[src/rtl/lcd_timing_gen.sv]
// Raster timing generator for the LCD panel: parks a valid/ready/SOP pixel stream on
// raster (0,0) and drives registered RGB, HD, VD and DEN, filling on stream starvation.
module lcd_timing_gen #(
  parameter int                DATA_W   = 24,
  parameter int                H_ACTIVE = 800,
  parameter int                H_FP     = 40,
  parameter int                H_SYNC   = 128,
  parameter int                H_BP     = 88,
  parameter int                V_ACTIVE = 480,
  parameter int                V_FP     = 10,
  parameter int                V_SYNC   = 2,
  parameter int                V_BP     = 33,
  parameter logic [DATA_W-1:0] FILL_RGB = '0
) (
  input  logic              clk,
  input  logic              reset_n,
  input  logic [DATA_W-1:0] pix_data,
  input  logic              pix_valid,
  input  logic              pix_sop,
  output logic              pix_ready,
  output logic [DATA_W-1:0] rgb_out,
  output logic              hd,
  output logic              vd,
  output logic              den,
  output logic              frame_start,
  output logic              underflow
);

  localparam int H_TOTAL = H_ACTIVE + H_FP + H_SYNC + H_BP;
  localparam int V_TOTAL = V_ACTIVE + V_FP + V_SYNC + V_BP;
  localparam int HW      = $clog2(H_TOTAL + 1);
  localparam int VW      = $clog2(V_TOTAL + 1);

  localparam logic [HW-1:0] H_ACT_END  = HW'(H_ACTIVE);
  localparam logic [HW-1:0] H_SYNC_BEG = HW'(H_ACTIVE + H_FP);
  localparam logic [HW-1:0] H_SYNC_END = HW'(H_ACTIVE + H_FP + H_SYNC);
  localparam logic [HW-1:0] H_LAST     = HW'(H_TOTAL - 1);
  localparam logic [VW-1:0] V_ACT_END  = VW'(V_ACTIVE);
  localparam logic [VW-1:0] V_SYNC_BEG = VW'(V_ACTIVE + V_FP);
  localparam logic [VW-1:0] V_SYNC_END = VW'(V_ACTIVE + V_FP + V_SYNC);
  localparam logic [VW-1:0] V_LAST     = VW'(V_TOTAL - 1);

  typedef enum logic [0:0] {ALIGN, RUN} state_t;

  state_t            state_p0, state_nxt;
  logic [HW-1:0]     h_cnt_p0;
  logic [VW-1:0]     v_cnt_p0;
  logic              at_origin, active, hsync_region, vsync_region;
  logic              ready_c, take, starve;
  logic [DATA_W-1:0] rgb_p1;
  logic              hd_p1, vd_p1, vld_p1, frame_start_p1, underflow_p1;

  assign at_origin    = (h_cnt_p0 == '0) && (v_cnt_p0 == '0);
  assign active       = (h_cnt_p0 < H_ACT_END) && (v_cnt_p0 < V_ACT_END);
  assign hsync_region = (h_cnt_p0 >= H_SYNC_BEG) && (h_cnt_p0 < H_SYNC_END);
  assign vsync_region = (v_cnt_p0 >= V_SYNC_BEG) && (v_cnt_p0 < V_SYNC_END);

  // p0: raster counters and stream lock state
  always_ff @(posedge clk or negedge reset_n) begin
    if (!reset_n) begin
      h_cnt_p0 <= '0;
      v_cnt_p0 <= '0;
      state_p0 <= ALIGN;
    end else begin
      state_p0 <= state_nxt;
      if (h_cnt_p0 == H_LAST) begin
        h_cnt_p0 <= '0;
        v_cnt_p0 <= (v_cnt_p0 == V_LAST) ? '0 : v_cnt_p0 + 1'b1;
      end else begin
        h_cnt_p0 <= h_cnt_p0 + 1'b1;
      end
    end
  end

  // ALIGN drops non-SOP pixels and parks an SOP until the raster origin
  always_comb begin
    state_nxt = state_p0;
    ready_c   = 1'b0;
    take      = 1'b0;
    starve    = 1'b0;
    case (state_p0)
      ALIGN: begin
        ready_c = pix_valid & (~pix_sop | at_origin);
        if (pix_valid && pix_sop && at_origin) begin
          take      = 1'b1;
          state_nxt = RUN;
        end
      end
      RUN: begin
        ready_c = active & ~(pix_sop & ~at_origin);
        take    = pix_valid & ready_c;
        if (active && !pix_valid) begin
          starve    = 1'b1;
          state_nxt = ALIGN;
        end else if (pix_valid && pix_sop && !at_origin) begin
          state_nxt = ALIGN;
        end
      end
      default: state_nxt = ALIGN;
    endcase
  end

  // Nothing is accepted while the block is held in reset.
  assign pix_ready = reset_n & ready_c;

  // p1: registered panel outputs
  always_ff @(posedge clk or negedge reset_n) begin
    if (!reset_n) begin
      rgb_p1         <= '0;
      hd_p1          <= 1'b1;
      vd_p1          <= 1'b1;
      vld_p1         <= 1'b0;
      frame_start_p1 <= 1'b0;
      underflow_p1   <= 1'b0;
    end else begin
      rgb_p1         <= !active ? '0 : (take ? pix_data : FILL_RGB);
      hd_p1          <= ~hsync_region;
      vd_p1          <= ~vsync_region;
      vld_p1         <= active;
      frame_start_p1 <= at_origin;
      underflow_p1   <= underflow_p1 | starve;
    end
  end

  assign rgb_out     = rgb_p1;
  assign hd          = hd_p1;
  assign vd          = vd_p1;
  assign den         = vld_p1;
  assign frame_start = frame_start_p1;
  assign underflow   = underflow_p1;

endmodule

[config.mk]
export PLATFORM = sky130hd
export DESIGN_NAME = lcd_timing_gen
export DESIGN_NICKNAME = d
export VERILOG_FILES = /design/src/rtl/lcd_timing_gen.sv
export SDC_FILE = /design/constraint.sdc
export NUM_CORES = 1
export LEC_CHECK = 0
export CAP_MARGIN = 20
export CORE_MARGIN = 10
export CORE_UTILIZATION = 48
export DETAILED_ROUTE_END_ITERATION = 8
export PLACE_DENSITY = 0.79
export SETUP_SLACK_MARGIN = 0.1
export SYNTH_ARGS = -nofsm -noshare
export SYNTH_HDL_FRONTEND = slang
export SYNTH_SLANG_ARGS = --single-unit
[constraint.sdc]
create_clock -name clk -period 2.8 [get_ports clk]
set_input_delay 0.42 -clock clk [delete_from_list [all_inputs] [get_ports clk]]
set_output_delay 0.42 -clock clk [all_outputs]
set_load 0.03 [all_outputs]
### Word level (Yosys, flattened, before mapping)

Cells that the tools add are included.

| cells by class | value |
|---|---|
| add/sub/neg operators | 2 |
| multiply operators | 0 |
| divide/modulo/power cells | 0 |
| $lt $le $gt $ge | 6 |
| equal/unequal tests | 2 |
| shifts and indexed selects | 0 |
| mux-type cells | 12 |
| bitwise logic cells | 13 |
| reductions and logical operators | 12 |

Operators with widths:

| operator | number |
|---|---|
| $mux 24 | 2 |
| $lt 11x10->1 const B | 2 |
| $lt 10x9->1 const B | 2 |
| $add 11x1->11 const B | 1 |
| $eq 11x11->1 const B | 1 |
| $ge 11x10->1 const B | 1 |
| $logic_not 11->1 | 1 |
| $mux 11 | 1 |
| $add 10x1->10 const B | 1 |
| $eq 10x10->1 const B | 1 |
| $ge 10x9->1 const B | 1 |
| $logic_not 10->1 | 1 |
| $mux 10 | 1 |
| $logic_and 1x1->1 | 8 |
| $not 1->1 | 6 |
| $pmux 1 s2 | 3 |
| $and 1x1->1 | 5 |
| $mux 1 | 5 |
| $logic_not 1->1 | 2 |
| $or 1x1->1 | 2 |

| word-level totals | value |
|---|---|
| register bits after elaboration | 51 |
| bits in latches | 0 |
| memory bits (writable) | 0 |
| memory bits (read-only) | 0 |
| input port bits | 28 |
| word-level logic and storage cells | 56 |
| memories kept | 0 |

### Longest topological paths before layout

| logic depth | value |
|---|---|
| depth in word-level cells | 10 |
| depth in mapped cells | 7 |
| mapped depth without buffers | 6 |

### Worst setup path before layout

OpenSTA, ideal clock, no wires.

| path | value |
|---|---|
| path kind | register -> output |
| start point | register v_cnt_p0[6] |
| end point | output pix_ready |
| data arrival time | 1.935 ns |
| required time | 2.380 ns |
| setup slack | 0.445 ns |
| cell stages (with the launch flop) | 5 |
| buffers on the path | 0 |
| cells stage by stage | dfrtp_1 -> or4_1 -> nor2_1 -> nand3_1 -> a211oi_1 |

| on the way | value |
|---|---|
| cells in the longest elaborated chain, start to end | 8 |

RTL lines:

| element | line | source |
|---|---|---|
| start: declaration | 47 | `logic [VW-1:0] v_cnt_p0;` |
| start signal: assignment | 68 | `v_cnt_p0 <= (v_cnt_p0 == V_LAST) ? '0 : v_cnt_p0 + 1'b1;` |
| parallel branches: the longest is 6 deep, another holds $lt 10x9->1 | - |  |
| $pmux 1 s2 (*) | 81 | `case (state_p0)` |
| $and 1x1->1 (*) | 104 | `assign pix_ready = reset_n & ready_c;` |
| end: declaration | 20 | `output logic pix_ready,` |

Every way passes the cells marked *.

### Worst setup path in the final report

Same ends and word-level chain as after synthesis.

==> out/summary.txt <==
total number of vias -> 1677
actual slew at the worst max-slew pin -> 0.672 ns
syn_area_per_cell -> 10.4 um2
vias in the first global route -> 1611
cts bufs inserted -> 5
Power Density -> 439 nW/um2
Hold WS -> 0.263 ns
Final Hold Vio Count -> 0
DR pass1 iterations -> 4
Data arrival, critical path -> 2.01 ns
Cells after Synth -> 210
HPWL reported at the end of detailed placement -> 3.77 mm
Boundary Pins -> 58
Area growth, synth to finish -> 32.8%
cts hold-fix bufs -> 0
DRC viols -> 0
WL final -> 5.13 mm
register area -> 1280 um2
CP peak stage delay -> 0.55 ns
first-pass GRT wire length -> 8.20 mm
largest net degree at the start of global routing -> 52
clk sinks -> 51
Die ar. -> 7650 um2
Yosys reg bits -> 51
commonest register cell after synthesis -> dfrtp_1
area of the multi-input gates -> 828 um2
post-CTS setup repair buffer count -> 0
critical-path cell list -> or4_1 > nor2_1 > nand3_1 > a211oi_1 > buf_4
Via density -> 5.26
share of Yosys cell area claimed by the top area cell type -> 56.2%
worst-skew pair later-pin latency -> 0.30 ns
core area -> 4380 um2
worst-path fanout max -> 5
sequential fraction of the synthesis area -> 58.6%
area leader, netlist -> dfrtp_1
worst path bufs/invs -> 1
Final setup viols -> 0
yosys warns -> 0
Starting Density -> 49.8%
Crit. End Element -> output port
Starting DRT DRC Count -> 113
Hold Path Class -> in2async
cts repair resizes -> 0
max-cap viol count -> 0
CP Class -> reg2out
All-Layer GR Usage -> 13.6%
unique cell type count in the Yosys netlist -> 44
Reg clk slew, reported paths -> 0.09 ns
Netlist Area Pre-Place -> 2180 um2
ranking of synthesized cells by area -> dfrtp_1 (56%), nand3_1 (6.6%), nor2_1 (6.2%), xor2_1 (2.8%), dfstp_2 (2.4%)
antenna viol nets, final -> 0
Worst slew margin -> 54.8%
Worst Path Required -> 2.38 ns
Slowest cell on crit path -> or4_1
Ant. Diodes -> 0
filler instances -> 364
Startpoint Class -> register
Async S/R FF share, synth -> 100%
EDFF count, synth -> 0
initial antenna violation count -> 0
Clock Path Buffers -> 2
Port Buffers -> 57
dpl ws -> 0.617 ns
Leakage -> 1.34 nW
clk_skew -> 0.00608 ns
post-route clock period utilization -> 86.6%
delay-heaviest family, CP -> simple AND/OR/NAND/NOR gates
maximum VDD drop -> 0.262 mV
Worst Slack Setup Final -> 0.374 ns
Fmax -> 0.412 GHz
Die X -> 87.4 um
routability cong. -> 0.767
DR WL/cell -> 16.1 um
clock root buffer -> clkbuf_8
status -> finished clean
H-tree depth -> 2
Die Ht -> 87.4 um
Syn Nets -> 242
Congestion Overflow GR -> 0
FP Rows -> 24
Max Slew Vio Count -> 0
reg2reg setup slack -> 0.60 ns
CTS tree -> built
fraction of layout cells with a size suffix above 1 -> 8.99%
RSZ-0062 raised after global routing -> no
Tmin final -> 2.43 ns
final setup TNS -> 0 ns
Layout Nets -> 298
## Yosys cell counts (all sizes together), types with 2 or more instances
library cell  instances
xor2                  7
clkbuf               10
and3                  4
inv                   7
nand4                 6
nor2b                 2
a31oi                 2
or4                   4
buf                   3
o21ai                 2
nand2                 9
dfrtp                49
a21oi                 2
nor3                  3
dfstp                 2
or3                   2
nand3                30
ha                    4
xnor2                 6
nor2                 36
## through the flow
step / total power, mW / utilization (%) / std cells / area [um2]
floorplan: 0.770 / - / 210 / 2180
global placement: 0.829 / 63.8 / 311 / 2800
detailed placement: 0.830 / 63.8 / 311 / 2800
CTS: 1.29 / 66.1 / 319 / 2900
global route: 1.33 / 66.1 / 319 / 2900
finish: 1.27 / 66.1 / 319 / 2900
## layer usage
layer | up-vias | track usage [%] | part of all wire, %
met4 | 0 | 4.35 | 1.2
li1 | 834 | - | -
met5 | - | 0 | 0
met2 | 32 | 21.8 | 49
met3 | 6 | 4.31 | 5.1
met1 | 805 | 16.9 | 45
## registers in the layout, summed over array words and instances (netlist names)
signal,flops
den,1
frame_start,1
h_cnt_p0,11
hd,1
rgb_out,24
state_p0,1
underflow,1
v_cnt_p0,10
vd,1
## cell type report
| class | count | share of cell area [%] |
|---|---|---|
| Tap cell | 52 | 2.24 |
| Clock buffer | 8 | 3.45 |
| Multi-Input combinational cell | 139 | 28.6 |
| Inverter | 7 | 0.906 |
| Timing Repair Buffer | 62 | 20.7 |
| Sequential cell | 51 | 44.1 |
## power by group
part / internal, mW / switching, mW / total (mW) / leakage [nW]
Sequential: 0.737 / 0.000406 / 0.737 / 0.686
Combinational: 0.0422 / 0.0342 / 0.0764 / 0.599
Clock: 0.226 / 0.232 / 0.458 / 0.0515
Total: 1.00 / 0.267 / 1.27 / 1.34
## kinds of logic after synthesis
kind of cell	share of synthesized area [%]
AOI/OAI and AO/OA	6.08
DFF	58.6
muxes	0.516
xor gates and xnor gates	5.21
and+or+nand+nor	23.5
adders and majority gates	2.29
buffers and inverters	3.84
## worst register-to-register path: cells and delay by family (launching register included)
kind	cells	cell delay, ns
DFF	1	0.46
and+or+nand+nor	4	1.69
## cell usage in the layout (no fill, tap or decap), types with 2 or more instances in the layout
master and count:
nand3_1 29, ha_1 4, nor2_1 36, nand4_1 6, a21oi_1 2, dfstp_2 2
inv_1 7, xor2_1 7, a31oi_1 2, buf_4 6, xnor2_1 6, nor3_1 3
clkbuf_8 7, dfrtp_1 49, clkdlybuf4s50_1 55, and3_1 4, nor2b_1 2, nand2_1 9
or4_1 4, o21ai_0 2
## final timing paths
check                             from          end  cells after the start
max                        v_cnt_p0[6]    pix_ready                      5
min                            reset_n  h_cnt_p0[1]                      2
max reg2reg                h_cnt_p0[5]  v_cnt_p0[4]                      4
min reg2reg                  underflow    underflow                      1
max in group asynchronous      reset_n  rgb_out[16]                      2
min in group clk             underflow    underflow                      1
(Power assumes the default switching activity.)
